--- config.mk ---
export PLATFORM = sky130hd
export DESIGN_NAME = multicycle_ctrl_flat
export DESIGN_NICKNAME = d
export VERILOG_FILES = /design/src/rtl/multicycle_ctrl_pkg.sv /design/src/rtl/multicycle_ctrl_if.sv /design/src/rtl/multicycle_ctrl_outdec.sv /design/src/rtl/multicycle_ctrl.sv /design/src/flat_wrapper.sv
export SDC_FILE = /design/constraint.sdc
export NUM_CORES = 1
export LEC_CHECK = 0
export BUFFER_PORTS_ARGS = -buffer_cell sky130_fd_sc_hd__buf_2
export CORE_MARGIN = 2
export CORE_UTILIZATION = 49
export CTS_CLUSTER_SIZE = 10
export DETAILED_ROUTE_END_ITERATION = 12
export PLACE_DENSITY = 0.83
export SETUP_SLACK_MARGIN = 0.02
export SLEW_MARGIN = 20
export SYNTH_ARGS = -nofsm -noshare
export SYNTH_HDL_FRONTEND = slang
export SYNTH_HIERARCHICAL = 1
export SYNTH_SLANG_ARGS = --single-unit
--- constraint.sdc ---
create_clock -name clk -period 2.2 [get_ports clk]
set_clock_uncertainty 0.15 [all_clocks]
set_input_delay 0.11 -clock clk [delete_from_list [all_inputs] [get_ports clk]]
set_output_delay 0.11 -clock clk [all_outputs]
set_load 0.03 [all_outputs]
--- src/rtl/multicycle_ctrl_pkg.sv ---
// Shared encodings for the multicycle MIPS control path: state numbers, opcodes,
// ALU/mux select codes and the decoded control word.
package mips_ctrl_pkg;

  localparam int OP_W    = 6;
  localparam int STATE_W = 4;

  // State numbering keeps TRAP at 11; JEX takes the next free code, 13..15 are unencoded.
  localparam logic [3:0] FETCH   = 4'd0;
  localparam logic [3:0] DECODE  = 4'd1;
  localparam logic [3:0] MEMADR  = 4'd2;
  localparam logic [3:0] MEMRD   = 4'd3;
  localparam logic [3:0] MEMWB   = 4'd4;
  localparam logic [3:0] MEMWR   = 4'd5;
  localparam logic [3:0] RTYPEEX = 4'd6;
  localparam logic [3:0] RTYPEWB = 4'd7;
  localparam logic [3:0] BEQEX   = 4'd8;
  localparam logic [3:0] ADDIEX  = 4'd9;
  localparam logic [3:0] ADDIWB  = 4'd10;
  localparam logic [3:0] TRAP    = 4'd11;
  localparam logic [3:0] JEX     = 4'd12;

  localparam logic [5:0] OP_RTYPE = 6'b000000;
  localparam logic [5:0] OP_LW    = 6'b100011;
  localparam logic [5:0] OP_SW    = 6'b101011;
  localparam logic [5:0] OP_BEQ   = 6'b000100;
  localparam logic [5:0] OP_ADDI  = 6'b001000;
  localparam logic [5:0] OP_J     = 6'b000010;

  localparam logic [1:0] ALUOP_ADD   = 2'b00;
  localparam logic [1:0] ALUOP_SUB   = 2'b01;
  localparam logic [1:0] ALUOP_FUNCT = 2'b10;

  localparam logic [1:0] ALUSRCB_B     = 2'b00;
  localparam logic [1:0] ALUSRCB_FOUR  = 2'b01;
  localparam logic [1:0] ALUSRCB_IMM   = 2'b10;
  localparam logic [1:0] ALUSRCB_IMMSH = 2'b11;

  localparam logic [1:0] PCSRC_ALU    = 2'b00;
  localparam logic [1:0] PCSRC_ALUOUT = 2'b01;
  localparam logic [1:0] PCSRC_JUMP   = 2'b10;

  // *_req bits still need the mem_ready qualification applied by the controller.
  typedef struct packed {
    logic       iord;
    logic       memwrite;
    logic       irwrite_req;
    logic       pcwrite_req;
    logic       pcwrite;
    logic       branch;
    logic       regdst;
    logic       memtoreg;
    logic       regwrite;
    logic       alusrca;
    logic [1:0] alusrcb;
    logic [1:0] pcsrc;
    logic [1:0] aluop;
    logic       illegal;
  } ctrl_word_t;

  function automatic logic is_mem_op(input logic [5:0] op);
    return (op == OP_LW) || (op == OP_SW);
  endfunction

endpackage

--- src/rtl/multicycle_ctrl_if.sv ---
// Control bundle between the multicycle controller (master) and the datapath (slave).
interface multicycle_ctrl_if #(
  parameter int OP_W    = 6,
  parameter int STATE_W = 4
);
  // mem_ready is a completion strobe, not a valid/ready pair: the controller holds
  // its access (iord/memwrite) steady and treats the access as done in the cycle
  // mem_ready=1; mem_ready is ignored in every state that makes no memory access.
  logic [OP_W-1:0]    op;
  logic               zero;
  logic               mem_ready;
  logic               pcen;
  logic               iord;
  logic               memwrite;
  logic               irwrite;
  logic               regdst;
  logic               memtoreg;
  logic               regwrite;
  logic               alusrca;
  logic [1:0]         alusrcb;
  logic [1:0]         pcsrc;
  logic [1:0]         aluop;
  logic               illegal;
  logic [STATE_W-1:0] state;

  modport master (
    input  op, zero, mem_ready,
    output pcen, iord, memwrite, irwrite, regdst, memtoreg, regwrite,
           alusrca, alusrcb, pcsrc, aluop, illegal, state
  );

  modport slave (
    output op, zero, mem_ready,
    input  pcen, iord, memwrite, irwrite, regdst, memtoreg, regwrite,
           alusrca, alusrcb, pcsrc, aluop, illegal, state
  );
endinterface

--- src/rtl/multicycle_ctrl_outdec.sv ---
// Combinational state -> control-word decoder; the whole word is forced to 0 while reset=0.
module mc_outdec
  import mips_ctrl_pkg::*;
#(
  parameter int STATE_W = 4
) (
  input  logic               reset,
  input  logic [STATE_W-1:0] state,
  output ctrl_word_t         cw
);

  always_comb begin
    cw = '0;
    case (state)
      FETCH: begin
        cw.alusrcb     = ALUSRCB_FOUR;
        cw.aluop       = ALUOP_ADD;
        cw.irwrite_req = 1'b1;
        cw.pcwrite_req = 1'b1;
      end
      DECODE: begin
        cw.alusrcb = ALUSRCB_IMMSH;
        cw.aluop   = ALUOP_ADD;
      end
      MEMADR: begin
        cw.alusrca = 1'b1;
        cw.alusrcb = ALUSRCB_IMM;
        cw.aluop   = ALUOP_ADD;
      end
      MEMRD: cw.iord = 1'b1;
      MEMWB: begin
        cw.memtoreg = 1'b1;
        cw.regwrite = 1'b1;
      end
      MEMWR: begin
        cw.iord     = 1'b1;
        cw.memwrite = 1'b1;
      end
      RTYPEEX: begin
        cw.alusrca = 1'b1;
        cw.alusrcb = ALUSRCB_B;
        cw.aluop   = ALUOP_FUNCT;
      end
      RTYPEWB: begin
        cw.regdst   = 1'b1;
        cw.regwrite = 1'b1;
      end
      BEQEX: begin
        cw.alusrca = 1'b1;
        cw.alusrcb = ALUSRCB_B;
        cw.aluop   = ALUOP_SUB;
        cw.pcsrc   = PCSRC_ALUOUT;
        cw.branch  = 1'b1;
      end
      ADDIEX: begin
        cw.alusrca = 1'b1;
        cw.alusrcb = ALUSRCB_IMM;
        cw.aluop   = ALUOP_ADD;
      end
      ADDIWB: cw.regwrite = 1'b1;
      JEX: begin
        cw.pcsrc   = PCSRC_JUMP;
        cw.pcwrite = 1'b1;
      end
      TRAP:    cw.illegal = 1'b1;
      default: cw = '0;
    endcase
    // Applied after decode so reset kills every write in the cycle it falls.
    if (!reset) begin
      cw = '0;
    end
  end

endmodule

--- src/rtl/multicycle_ctrl.sv ---
// Main control FSM of the multicycle MIPS core: state register, next-state rules,
// and mem_ready/zero qualification of the PC and IR enables.
module multicycle_ctrl
  import mips_ctrl_pkg::*;
#(
  parameter int OP_W            = 6,
  parameter int STATE_W         = 4,
  parameter int TRAP_ON_ILLEGAL = 1
) (
  input  logic              clk,
  input  logic              reset,
  multicycle_ctrl_if.master bus
);

  logic [STATE_W-1:0] state_q;
  logic [OP_W-1:0]    op;
  ctrl_word_t         cw;

  assign op = bus.op;

  always_ff @(posedge clk or negedge reset) begin
    if (!reset) begin
      state_q <= FETCH;
    end else begin
      case (state_q)
        FETCH: begin
          if (bus.mem_ready) begin
            state_q <= DECODE;
          end
        end
        DECODE: begin
          if (op == OP_RTYPE) begin
            state_q <= RTYPEEX;
          end else if (is_mem_op(op)) begin
            state_q <= MEMADR;
          end else if (op == OP_BEQ) begin
            state_q <= BEQEX;
          end else if (op == OP_ADDI) begin
            state_q <= ADDIEX;
          end else if (op == OP_J) begin
            state_q <= JEX;
          end else begin
            state_q <= (TRAP_ON_ILLEGAL != 0) ? TRAP : FETCH;
          end
        end
        MEMADR: begin
          if (op == OP_LW) begin
            state_q <= MEMRD;
          end else if (op == OP_SW) begin
            state_q <= MEMWR;
          end else begin
            state_q <= FETCH;
          end
        end
        MEMRD: begin
          if (bus.mem_ready) begin
            state_q <= MEMWB;
          end
        end
        MEMWB:   state_q <= FETCH;
        MEMWR: begin
          if (bus.mem_ready) begin
            state_q <= FETCH;
          end
        end
        RTYPEEX: state_q <= RTYPEWB;
        RTYPEWB: state_q <= FETCH;
        BEQEX:   state_q <= FETCH;
        ADDIEX:  state_q <= ADDIWB;
        ADDIWB:  state_q <= FETCH;
        JEX:     state_q <= FETCH;
        TRAP:    state_q <= TRAP;
        default: state_q <= FETCH;
      endcase
    end
  end

  mc_outdec #(
    .STATE_W (STATE_W)
  ) u_outdec (
    .reset (reset),
    .state (state_q),
    .cw    (cw)
  );

  // The fetch-side writes only land in the cycle the instruction word arrives.
  assign bus.pcen     = (cw.pcwrite_req & bus.mem_ready) | cw.pcwrite | (cw.branch & bus.zero);
  assign bus.irwrite  = cw.irwrite_req & bus.mem_ready;
  assign bus.iord     = cw.iord;
  assign bus.memwrite = cw.memwrite;
  assign bus.regdst   = cw.regdst;
  assign bus.memtoreg = cw.memtoreg;
  assign bus.regwrite = cw.regwrite;
  assign bus.alusrca  = cw.alusrca;
  assign bus.alusrcb  = cw.alusrcb;
  assign bus.pcsrc    = cw.pcsrc;
  assign bus.aluop    = cw.aluop;
  assign bus.illegal  = cw.illegal;
  assign bus.state    = state_q;

endmodule
--- src/flat_wrapper.sv ---
// flat-port wrapper written by rule: the top's interface ports become plain ports
module multicycle_ctrl_flat import mips_ctrl_pkg::*;
#(
  parameter int OP_W            = 6,
  parameter int STATE_W         = 4,
  parameter int TRAP_ON_ILLEGAL = 1
)
  (clk, reset, bus_op, bus_zero, bus_mem_ready, bus_pcen, bus_iord, bus_memwrite, bus_irwrite, bus_regdst, bus_memtoreg, bus_regwrite, bus_alusrca, bus_alusrcb, bus_pcsrc, bus_aluop, bus_illegal, bus_state);
  multicycle_ctrl_if #(.OP_W(OP_W), .STATE_W(STATE_W)) bus_i ();
  input  logic clk;
  input  logic reset;
  input wire logic [$bits(bus_i.op)-1:0] bus_op;
  input wire logic [$bits(bus_i.zero)-1:0] bus_zero;
  input wire logic [$bits(bus_i.mem_ready)-1:0] bus_mem_ready;
  output wire logic [$bits(bus_i.pcen)-1:0] bus_pcen;
  output wire logic [$bits(bus_i.iord)-1:0] bus_iord;
  output wire logic [$bits(bus_i.memwrite)-1:0] bus_memwrite;
  output wire logic [$bits(bus_i.irwrite)-1:0] bus_irwrite;
  output wire logic [$bits(bus_i.regdst)-1:0] bus_regdst;
  output wire logic [$bits(bus_i.memtoreg)-1:0] bus_memtoreg;
  output wire logic [$bits(bus_i.regwrite)-1:0] bus_regwrite;
  output wire logic [$bits(bus_i.alusrca)-1:0] bus_alusrca;
  output wire logic [$bits(bus_i.alusrcb)-1:0] bus_alusrcb;
  output wire logic [$bits(bus_i.pcsrc)-1:0] bus_pcsrc;
  output wire logic [$bits(bus_i.aluop)-1:0] bus_aluop;
  output wire logic [$bits(bus_i.illegal)-1:0] bus_illegal;
  output wire logic [$bits(bus_i.state)-1:0] bus_state;
  assign bus_i.op = bus_op;
  assign bus_i.zero = bus_zero;
  assign bus_i.mem_ready = bus_mem_ready;
  assign bus_pcen = bus_i.pcen;
  assign bus_iord = bus_i.iord;
  assign bus_memwrite = bus_i.memwrite;
  assign bus_irwrite = bus_i.irwrite;
  assign bus_regdst = bus_i.regdst;
  assign bus_memtoreg = bus_i.memtoreg;
  assign bus_regwrite = bus_i.regwrite;
  assign bus_alusrca = bus_i.alusrca;
  assign bus_alusrcb = bus_i.alusrcb;
  assign bus_pcsrc = bus_i.pcsrc;
  assign bus_aluop = bus_i.aluop;
  assign bus_illegal = bus_i.illegal;
  assign bus_state = bus_i.state;
  multicycle_ctrl #(.OP_W(OP_W), .STATE_W(STATE_W), .TRAP_ON_ILLEGAL(TRAP_ON_ILLEGAL)) u_core (.clk(clk), .reset(reset), .bus(bus_i));
endmodule
==> impl_summary.log, run 1 <==
INFO  metric yosys_synthesis_warning_count = 6
INFO  metric final_period_util = 92.7%
INFO  metric antenna_violating_nets_post_route = 0
INFO  metric nFillCells = 121
INFO  metric cts_num_sinks = 4
INFO  metric routed_via_density = 5.96
INFO  metric multi_input_area = 468 µm²
INFO  metric cp_top_family = flip-flops
INFO  metric drc = 0
INFO  metric first_global_vias = 619
INFO  metric maximum_achievable_frequency = 490 MHz
INFO  metric syn-mean-instance-area = 7.76 µm²
INFO  metric final_hold_viol_count = 0
INFO  metric area_of_the_die = 1620 µm²
INFO  metric largest_net_degree_at_the_start_of_global_routing = 25
INFO  metric slowest_delay = 0.68 ns
INFO  metric report.final.slew_viol_count = 0
INFO  metric cts.reportedPaths.clkPinSlew = 0.03 ns
INFO  metric finalWirelength = 1.57 mm
INFO  metric finish.instance_area = 776 µm²
INFO  metric dp_hpwl = 1.10 mm
INFO  metric placement.cell_area = 742 µm²
INFO  metric grt_remaining_overflow = 0
INFO  metric clk_root_buffer_cell = clkbuf_4
INFO  metric finalWeightedCongestion = 0.837
INFO  metric num_antenna_cells = 0
INFO  metric totalNegativeSetupSlack = 0 ns
INFO  metric wire_length_of_the_first_global_routing_pass = 2.58 mm
INFO  metric postSynthCellCount = 83
INFO  metric critPathKind = reg2out
INFO  metric status = complete, no violations
INFO  metric syn_nets = 93
INFO  metric ctsLongestPathBuffers = 2
INFO  metric synth_seq_area_share = 15.5%
INFO  metric critical_path.max_fanout = 20
INFO  metric maxCapViolCount = 0
INFO  metric starting_density = 50.8%
INFO  metric worst_setup_path_start_kind = flip-flop
INFO  metric detailedRoute.firstPassIterationCount = 4
INFO  metric synth-async-reset-ratio = 100%
INFO  metric min-delay-path-class = in2reg
INFO  metric grt_setup_unrepaired = no
INFO  metric number_of_flip_flops_under_the_largest_register_name = 4
INFO  metric antenna_found_initial = 0
INFO  metric ys.flop_type = dfrtp_1
INFO  metric detail_route.iter0.violations = 15
INFO  metric io_pins = 29
INFO  metric post_synth_num_cell_types = 46
INFO  metric power_density = 1190 nW/µm²
INFO  metric slew-limit-headroom = 63.0%
INFO  metric worstMarginPinSlew = 0.554 ns
INFO  metric htree_num_levels = 1
INFO  metric endpoint_kind = output pin
INFO  metric seqCellArea = 101 µm²
INFO  metric min_period = 2.04 ns
INFO  metric slowest_stage = dfrtp_1
INFO  metric die_y = 40.3 µm
INFO  metric synth_edf_count = 0
INFO  metric grt_usage = 23.7%
INFO  metric setup_viol_count_final = 0
INFO  metric ys_seq_elements = 4
INFO  metric core_area = 1270 µm²
INFO  metric via_count = 715
INFO  metric max-vdd-ir-drop = 0.953 mV
INFO  metric area_delta_synth_final = 20.4%
INFO  metric wl_per_cell = 13.1 µm
INFO  metric synth_area = 644 µm²
INFO  metric critical_path_buf_inv_count = 1
INFO  metric port-buffer-count = 28
INFO  metric nNetsFinal = 117
INFO  metric arrival = 1.78 ns
INFO  metric power.static_leakage = 0.000357 µW
INFO  metric fp-row-count = 13
INFO  metric die_width = 40.3 µm
INFO  metric worst-endpoint-required = 1.94 ns
INFO  metric post_route_cells_drive_above_1_share = 38.1%
INFO  metric tritoncts_clock_tree = built
INFO  metric cts_buffers = 3
INFO  metric worstPathCellList = nor2b_1, and3_1, a221o_1, buf_2
INFO  metric clkLatencyLatePin = 0.25 ns
-- per-layer routing --
| layer | global-route usage [%] | routed length [µm] | vias up |
|---|---|---|---|
| li1 | - | - | 363 |
| met1 | 29.8 | 730 | 320 |
| met2 | 37.9 | 730 | 28 |
| met3 | 3.89 | 83 | 4 |
| met4 | 13.3 | 30 | 0 |
| met5 | 0 | 0 | - |
-- power by group --
| part | internal, µW | switching (µW) | total (µW) | leakage, µW |
|---|---|---|---|---|
| logic | 233 | 342 | 575 | 0.000293 |
| registers | 104 | 146 | 250 | 0.0000501 |
| clock network | 61.4 | 36.6 | 98.1 | 0.0000138 |
| total | 399 | 525 | 924 | 0.000357 |
-- cell usage in the layout (no fill, tap or decap), types with 3 or more instances in the layout --
master	count
inv_1	4
nor4_1	3
clkbuf_4	3
and3_1	3
nor2_1	6
nor3b_1	4
dfrtp_1	3
a21oi_1	3
nor3_1	4
o21ai_0	3
buf_2	28
-- metrics by stage --
| step | instances | util (%) | total power, µW | setup WS (ns) | hold WS (ns) |
|---|---|---|---|---|---|
| 2_1_floorplan | 83 | - | 718 | 0.196 | -0.336 |
| 3_3_place_gp | 116 | 58.5 | 799 | 0.439 | -0.187 |
| 3_5_place_dp | 116 | 58.5 | 819 | 0.373 | -0.182 |
| 4_1_cts | 120 | 61.0 | 922 | 0.0955 | 0.0645 |
| 5_1_grt | 120 | 61.1 | 991 | 0.0494 | 0.0852 |
| 6_report | 120 | 61.1 | 924 | 0.160 | 0.0688 |
-- cell families (layout without fill, tap and decap cells) --
family	count (synthesis)	in the layout	synth area share, %
AND/OR/NAND/NOR	41	41	42.7
AO/OA/AOI/OAI	22	22	27.2
buffers and inverters	14	36	11.8
flip-flops	4	4	15.5
XOR/XNOR	2	2	2.72
-- area by class of cell --
class | instances | share of cell area (%)
inverter | 4 | 1.94
tap | 15 | 2.42
sequential | 4 | 13.1
clock buffer | 3 | 2.90
timing repair buffer | 29 | 19.4
multi-input combinational | 65 | 60.3
-- worst register-to-register path, stage by stage (launching register included) --
cell,delay [ns]
dfrtp_1,0.66
inv_1,0.18
a2111oi_1,0.38
a211o_1,0.18
o221ai_2,0.08
-- Yosys cell counts, types with 2 or more instances --
| master | number | share of area (%) |
|---|---|---|
| and3_1 | 3 | 2.9 |
| nand2b_1 | 2 | 1.9 |
| inv_1 | 4 | 2.3 |
| o21a_1 | 2 | 2.3 |
| nor2_1 | 6 | 3.5 |
| nor2b_1 | 2 | 1.9 |
| dfrtp_1 | 4 | 16 |
| clkbuf_1 | 4 | 2.3 |
| a21oi_1 | 3 | 2.3 |
| nand3b_1 | 2 | 2.3 |
| buf_4 | 4 | 4.7 |
| or3_1 | 2 | 1.9 |
| o21ai_0 | 3 | 2.3 |
| nor4_1 | 3 | 2.9 |
| o31ai_1 | 2 | 2.3 |
| nor3_1 | 4 | 3.1 |
| nor3b_1 | 4 | 4.7 |
-- final timing paths --
kind / cells past startpoint / slack (ns) / end / start
max: 4 / 0.16 / bus_pcen / u_core/bus.state[2]
min in group asynchronous: 2 / 0.09 / u_core/bus.state[1] / reset
max in group asynchronous: 2 / 1.62 / u_core/bus.state[1] / reset
min: 3 / 0.07 / u_core/bus.state[2] / bus_mem_ready
min reg2reg: 1 / 0.62 / u_core/bus.state[2] / u_core/bus.state[3]
max reg2reg: 4 / 0.43 / u_core/bus.state[0] / u_core/bus.state[0]
-- what timing repair did --
item                                    CTS  global route
endpoints found under the setup margin    0             3
buffers inserted                          0             0
resized for setup                         0             1
hold buffers                              1             0
endpoints found under the hold margin     4             0
No activity file was read; power rests on OpenSTA's default activity.
==> run 2: changes to the inputs <==
--- a/config.mk
+++ b/config.mk
@@ -5,15 +5,13 @@
 export SDC_FILE = /design/constraint.sdc
 export NUM_CORES = 1
 export LEC_CHECK = 0
-export BUFFER_PORTS_ARGS = -buffer_cell sky130_fd_sc_hd__buf_2
-export CORE_MARGIN = 2
-export CORE_UTILIZATION = 49
+export CORE_AREA = 2 2 39 41
 export CTS_CLUSTER_SIZE = 10
 export DETAILED_ROUTE_END_ITERATION = 12
-export PLACE_DENSITY = 0.83
+export DIE_AREA = 0 0 41 43
+export DONT_BUFFER_PORTS = 1
 export SETUP_SLACK_MARGIN = 0.02
 export SLEW_MARGIN = 20
 export SYNTH_ARGS = -nofsm -noshare
 export SYNTH_HDL_FRONTEND = slang
-export SYNTH_HIERARCHICAL = 1
 export SYNTH_SLANG_ARGS = --single-unit
==> run 2 against run 1 <==
First-iteration DRC count rose to 2.7 times the previous value. Critical path depth fell by 1. Sequential cell count did not move. Design area fell by 10%. Final cell count fell by 8.3%. Clock power fell by 6.1%. Synthesized cell count fell by 6.0%. Synthesized area fell by 16%. Via count fell by 7.0%. Global-route usage fell by 3.9 points. Fmax rose by 6.5%. Hold slack got worse by 0.058 ns. Largest cell class unchanged.
==> impl_summary.log, run 2 <==
INFO  metric worst_setup_path_start_kind = flip-flop
INFO  metric cts.reportedPaths.clkPinSlew = 0.04 ns
INFO  metric first_global_vias = 541
INFO  metric ctsLongestPathBuffers = 2
INFO  metric syn_nets = 88
INFO  metric post_synth_num_cell_types = 36
INFO  metric commonest_cells_after_routing_fill_and_taps_aside = 15 x buf_4, 11 x nor2_1, 5 x nand2_1
INFO  metric largest_net_degree_at_the_start_of_global_routing = 11
INFO  metric synth-async-reset-ratio = 100%
INFO  metric total_power = 909 µW
INFO  metric ctsResizeCount = 0
INFO  metric power_frac_comb = 68.1%
INFO  metric ys_seq_elements = 4
INFO  metric sequentialPowerShare = 21.8%
INFO  metric reg2reg_setup_slack = 0.56 ns
INFO  metric power.switching_fraction = 56.7%
INFO  metric finalWeightedCongestion = 0.814
INFO  metric synth_area = 541 µm²
INFO  metric yosys_synthesis_warning_count = 0
INFO  metric antenna_violating_nets_post_route = 0
INFO  metric via_count = 665
INFO  metric status = complete, no violations
INFO  metric synthTopCellsByArea = dfrtp_1 19%, nor2_1 7.6%, a21oi_1 3.7%
INFO  metric min-delay-path-class = in2reg
INFO  metric fp-row-count = 14
INFO  metric max-vdd-ir-drop = 0.595 mV
INFO  metric htree_num_levels = 1
INFO  metric area_delta_synth_final = 28.5%
INFO  metric synth_edf_count = 0
INFO  metric nFillCells = 124
INFO  metric grt_usage = 19.7%
INFO  metric port-buffer-count = 0
INFO  metric antenna_found_initial = 0
INFO  metric power_density = 1310 nW/µm²
INFO  metric synth_seq_area_share = 18.5%
INFO  metric detail_route.iter0.violations = 41
INFO  metric wire_length_of_the_first_global_routing_pass = 2.37 mm
INFO  metric setup.worst_path.start = u_core.bus.state[0]
INFO  metric totalNegativeSetupSlack = 0 ns
INFO  metric critPathKind = reg2out
INFO  metric holdCritStartpoint = bus_mem_ready
INFO  metric dp_hpwl = 1.12 mm
INFO  metric timing.rr.end = u_core.bus.state[0]
INFO  metric ys.flop_type = dfrtp_1
INFO  metric endpoint_kind = output pin
INFO  metric slew-limit-headroom = 66.0%
INFO  metric routed_via_density = 6.05
INFO  metric placed_cells_incl_taps = 104
INFO  metric number_of_flip_flops_under_the_largest_register_name = 4
INFO  metric power.static_leakage = 0.000298 µW
INFO  metric core_area = 1380 µm²
INFO  metric maxCapViolCount = 0
INFO  metric clk_root_buffer_cell = clkbuf_4
INFO  metric drc = 0
INFO  metric grt_setup_unrepaired = no
INFO  metric tritoncts_clock_tree = built
INFO  metric power_report.internal_total = 394 µW
INFO  metric starting_density = 39.1%
INFO  metric maximum_achievable_frequency = 522 MHz
INFO  metric wl_per_cell = 14.0 µm
INFO  metric final_hold_viol_count = 0
INFO  metric io_pins = 29
INFO  metric postCtsSetupBuffers = 0
INFO  metric area_of_the_die = 1760 µm²
INFO  metric report.final.slew_viol_count = 0
INFO  metric nNetsFinal = 106
INFO  metric ys_top_cells_by_count = 11 x nor2_1, 5 x nand2_1
INFO  metric pwr-share-clk = 10.1%
INFO  metric synth.most_common_cell = nor2_1
INFO  metric instances_no_fill = 110
INFO  metric utilization = 50.2%
INFO  metric worst_hold_slack = 0.0113 ns
INFO  metric finalWirelength = 1.54 mm
INFO  metric min_period = 1.92 ns
INFO  metric count_of_hold_buffers_inserted_by_post_cts_repair = 3
INFO  metric final_period_util = 87.1%
INFO  metric post_route_cells_drive_above_1_share = 24.5%
INFO  metric critical_path.max_fanout = 9
INFO  metric postSynthCellCount = 78
INFO  metric final_common_cell = buf_4
INFO  metric netSwitchingPower = 515 µW
INFO  metric synthDominantAreaCellType = dfrtp_1
INFO  metric cts_num_sinks = 4
INFO  metric grt_remaining_overflow = 0
INFO  metric arrival = 1.66 ns
INFO  metric clkLatencyLatePin = 0.24 ns
INFO  metric syn-mean-instance-area = 6.93 µm²
INFO  metric setup_viol_count_final = 0
INFO  metric timing.rr.start = u_core.bus.state[0]
INFO  metric worst-endpoint-required = 1.94 ns
INFO  metric die_width = 41 µm
INFO  metric timing.critical_path.to = bus_alusrcb[1]
INFO  metric worstMarginPinSlew = 0.510 ns
INFO  metric cts_buffers = 3
INFO  metric detailedRoute.firstPassIterationCount = 7
INFO  metric timing.reg2reg.worst_path_depth = 4
INFO  metric die_y = 43 µm
INFO  metric num_antenna_cells = 0
INFO  metric synthDominantCellAreaShare = 18.5%
-- run 2: cell count changes after synthesis, sizes merged, moves of 3 or more --
cell / delta
nor2: +5
clkbuf: -4
a31oi: +3
nand2: +4
o21ai: +3
nor3b: -4
-- run 2: power by group through the flow --
| stage | clock network, µW | registers, µW | logic (µW) |
|---|---|---|---|
| 3_5_place_dp | 0 | 199 | 604 |
| 5_1_grt | 99.5 | 208 | 663 |
| 2_1_floorplan | 0 | 192 | 487 |
| 6_report | 92.1 | 198 | 619 |
| 4_1_cts | 91.4 | 197 | 612 |
| 3_3_place_gp | 0 | 198 | 605 |
-- run 2: area by class of cell --
| type | instances | area (µm²) | area share (%) |
|---|---|---|---|
| Clock buffer | 3 | 22.5 | 3.24 |
| Inverter | 3 | 11.3 | 1.62 |
| Multi-Input combinational cell | 66 | 398 | 57.3 |
| Sequential cell | 4 | 100 | 14.4 |
| Tap cell | 16 | 20.0 | 2.88 |
| Timing Repair Buffer | 18 | 143 | 20.5 |
-- run 2: cell families (layout without fill, tap and decap cells) --
| kind of cell | Yosys count | count (layout) | synth area share [%] |
|---|---|---|---|
| muxes | 1 | 1 | 1.85 |
| and+or+nand+nor | 41 | 41 | 42.1 |
| AOI/OAI and AO/OA | 22 | 22 | 26.4 |
| buffers and inverters | 8 | 24 | 7.87 |
| xor gates and xnor gates | 2 | 2 | 3.24 |
| DFF | 4 | 4 | 18.5 |
-- run 2: per-layer routing --
layer,global-route usage (%),share of wire [%]
met5,0,0
met4,8.00,1.6
met3,6.28,11
met2,27.5,48
met1,27.2,40
-- run 2: worst min-delay path by stage --
stage | to | slack (ns) | depth (start not counted)
after floorplan | u_core.bus.state[0] | -0.34 | 0
after global placement | u_core.bus.state[2] | -0.34 | 0
after detailed placement | u_core.bus.state[1] | -0.34 | 0
after CTS | u_core.bus.state[1] | 0.0005 | 3
after global routing | u_core.bus.state[1] | 0.004 | 3
final | u_core.bus.state[0] | 0.01 | 3
-- run 2: critical path: stages, from the launching register on --
cell and delay [ns]:
dfrtp_1 0.56, or2_1 0.35, o21ai_0 0.14, and3b_1 0.36
-- run 2: through the flow --
| stage | worst slack (ns) | area, µm² |
|---|---|---|
| global route | 0.210 | 694 |
| finish | 0.285 | 694 |
| global placement | 0.565 | 642 |
| CTS | 0.285 | 694 |
| floorplan | 0.338 | 541 |
| detailed placement | 0.539 | 642 |
==> run 3: changes to the inputs <==
--- a/config.mk
+++ b/config.mk
@@ -5,13 +5,14 @@
 export SDC_FILE = /design/constraint.sdc
 export NUM_CORES = 1
 export LEC_CHECK = 0
+export ABC_AREA = 1
 export CORE_AREA = 2 2 39 41
 export CTS_CLUSTER_SIZE = 10
 export DETAILED_ROUTE_END_ITERATION = 12
 export DIE_AREA = 0 0 41 43
 export DONT_BUFFER_PORTS = 1
+export RECOVER_POWER = 50
 export SETUP_SLACK_MARGIN = 0.02
-export SLEW_MARGIN = 20
 export SYNTH_ARGS = -nofsm -noshare
 export SYNTH_HDL_FRONTEND = slang
 export SYNTH_SLANG_ARGS = --single-unit
==> run 3 against run 2 <==
Design area grew 0.18%. Highest routed layer is now met3. Critical endpoint unchanged. First-iteration DRC count shrank 61%. Sequential share of layout area is essentially flat.
==> impl_summary.log, run 3 <==
INFO  metric report.final.slew_viol_count = 0
INFO  metric cts_num_sinks = 4
INFO  metric synth.most_common_cell = nand2_1
INFO  metric detailedRoute.firstPassIterationCount = 4
INFO  metric ys_top_cells_by_count = 25 x nand2_1, 21 x nor2_1, 13 x inv_1
INFO  metric timing.hold.worst_path_depth = 4
INFO  metric ctsLongestPathBuffers = 2
INFO  metric routed_via_density = 5.01
INFO  metric critPathKind = reg2out
INFO  metric endpoint_kind = output pin
INFO  metric area_delta_synth_final = 24.9%
INFO  metric grt_remaining_overflow = 0
INFO  metric post_synth_num_cell_types = 20
INFO  metric timing.critical_path.to = bus_alusrcb[1]
INFO  metric die_y = 43 µm
INFO  metric number_of_flip_flops_under_the_largest_register_name = 4
INFO  metric finalWeightedCongestion = 0.753
INFO  metric wl_per_cell = 10.8 µm
INFO  metric grt_setup_unrepaired = no
INFO  metric commonest_cells_after_routing_fill_and_taps_aside = 25 x nand2_1, 21 x nor2_1, 13 x inv_1
INFO  metric final_hold_viol_count = 0
INFO  metric worst-endpoint-required = 1.94 ns
INFO  metric largest_net_degree_at_the_start_of_global_routing = 14
INFO  metric io_pins = 29
INFO  metric antenna_violating_nets_post_route = 0
INFO  metric synth_seq_area_share = 18.0%
INFO  metric total_power = 929 µW
INFO  metric detail_route.iter0.violations = 16
INFO  metric min_period = 1.97 ns
INFO  metric first_global_vias = 560
INFO  metric status = complete, no violations
INFO  metric drc = 0
INFO  metric nNetsFinal = 130
INFO  metric synth_edf_count = 0
INFO  metric fp-row-count = 14
INFO  metric num_antenna_cells = 0
INFO  metric ys_seq_elements = 4
INFO  metric totalNegativeSetupSlack = 0 ns
INFO  metric timing.rr.start = u_core.bus.state[0]
INFO  metric tritoncts_clock_tree = built
INFO  metric power.static_leakage = 0.000375 µW
INFO  metric worst_setup_path_start_kind = flip-flop
INFO  metric dp_hpwl = 1.17 mm
INFO  metric worstMarginPinSlew = 0.551 ns
INFO  metric slew-limit-headroom = 63.1%
INFO  metric synthTopCellsByArea = dfrtp_1 18%, nand2_1 17%, nor2_1 14%
INFO  metric power_density = 1340 nW/µm²
INFO  metric starting_density = 40.2%
INFO  metric post_route_cells_drive_above_1_share = 22.0%
INFO  metric timing.rr.end = u_core.bus.state[0]
INFO  metric postSynthCellCount = 103
INFO  metric core_area = 1380 µm²
INFO  metric cts.reportedPaths.clkPinSlew = 0.04 ns
INFO  metric synthDominantAreaCellType = dfrtp_1
INFO  metric syn-mean-instance-area = 5.41 µm²
INFO  metric arrival = 1.71 ns
INFO  metric seqCellArea = 100 µm²
INFO  metric synth_area = 557 µm²
INFO  metric final_period_util = 89.6%
INFO  metric antenna_found_initial = 0
INFO  metric min-delay-path-class = in2reg
INFO  metric wire_length_of_the_first_global_routing_pass = 2.15 mm
INFO  metric reg2reg_setup_slack = 0.56 ns
INFO  metric synthDominantCellAreaShare = 18.0%
INFO  metric nFillCells = 163
INFO  metric die_width = 41 µm
INFO  metric setup.worst_path.start = u_core.bus.state[2]
INFO  metric multi_input_area = 399 µm²
INFO  metric clk_root_buffer_cell = clkbuf_4
INFO  metric timing.reg2reg.worst_path_depth = 9
INFO  metric maxCapViolCount = 0
INFO  metric synth-async-reset-ratio = 100%
INFO  metric ys.flop_type = dfrtp_1
INFO  metric setup_viol_count_final = 0
INFO  metric cts_buffers = 3
INFO  metric area_of_the_die = 1760 µm²
INFO  metric postCtsSetupBuffers = 0
INFO  metric via_count = 671
INFO  metric max-vdd-ir-drop = 0.714 mV
INFO  metric grt_usage = 17.5%
INFO  metric critical_path.max_fanout = 5
INFO  metric htree_num_levels = 1
INFO  metric yosys_synthesis_warning_count = 0
INFO  metric maximum_achievable_frequency = 507 MHz
INFO  metric syn_nets = 113
INFO  metric finalWirelength = 1.45 mm
INFO  metric clkLatencyLatePin = 0.23 ns
INFO  metric port-buffer-count = 0
INFO  metric final_common_cell = nand2_1
-- run 3: changes by cell type in the layout (fill, tap and decap cells not counted), moves of 3 or more --
| cell | delta |
|---|---|
| nor2_1 | +10 |
| buf_4 | -8 |
| nand2b_1 | -3 |
| nor2b_1 | -3 |
| clkbuf_1 | +3 |
| inv_1 | +11 |
| nand2_1 | +20 |
| nand3_1 | +7 |
| nand2_2 | +3 |
| nor2_2 | +6 |
-- run 3: critical path: stages (launching register included) --
cell and delay (ns):
dfrtp_1 0.53, nor2_2 0.19, inv_1 0.12, nor3_2 0.27, nand2_1 0.08, o21ai_0 0.09, buf_4 0.19
-- run 3: final cells by class --
type / count / area share, %
well taps: 16 / 2.88
repair buffers: 13 / 13.5
multi-input cells: 82 / 57.4
flip-flops and latches: 4 / 14.4
inverters: 16 / 8.63
clock buffers: 3 / 3.24
-- run 3: worst min-delay path by stage --
stage | startpoint | endpoint | slack [ns]
2_1_floorplan | reset | u_core.bus.state[0] | -0.34
3_3_place_gp | reset | u_core.bus.state[3] | -0.34
3_5_place_dp | reset | u_core.bus.state[3] | -0.34
4_1_cts | bus_op[2] | u_core.bus.state[1] | 0.02
5_1_grt | bus_op[2] | u_core.bus.state[1] | 0.05
6_report | bus_op[2] | u_core.bus.state[1] | 0.02
-- run 3: logic make-up after synthesis --
kind of cell	after synthesis	synth area share (%)
and+or+nand+nor	70	57.1
buffers and inverters	17	11.5
AOI/OAI and AO/OA	12	13.5
DFF	4	18.0
-- run 3: routing by layer --
layer	share of wire [%]	track usage, %
met1	41	18.9
met2	52	31.6
met3	6.3	6.28
met4	0	2.00
met5	0	0
-- run 3: what timing repair did --
action,CTS,global route
gates resized for setup,0,0
hold endpoints to repair,7,0
hold buffers,3,0
-- run 3: where the power goes --
| part | total, µW | switching [µW] | internal [µW] |
|---|---|---|---|
| clock | 89.0 | 28.1 | 60.9 |
| sequential | 217 | 110 | 108 |
| combinational | 623 | 433 | 190 |
| total | 929 | 571 | 359 |
-- run 3: per-stage QoR --
| stage | util, % | hold slack [ns] | std cells | cell area, µm² | setup WS (ns) |
|---|---|---|---|---|---|
| after floorplan | - | -0.336 | 103 | 563 | 0.137 |
| after global placement | 47.3 | -0.335 | 128 | 654 | 0.484 |
| after detailed placement | 47.3 | -0.335 | 128 | 654 | 0.485 |
| after CTS | 51.1 | 0.0182 | 134 | 707 | 0.228 |
| after global routing | 50.3 | 0.0486 | 134 | 696 | 0.0860 |
| final | 50.3 | 0.0234 | 134 | 696 | 0.229 |
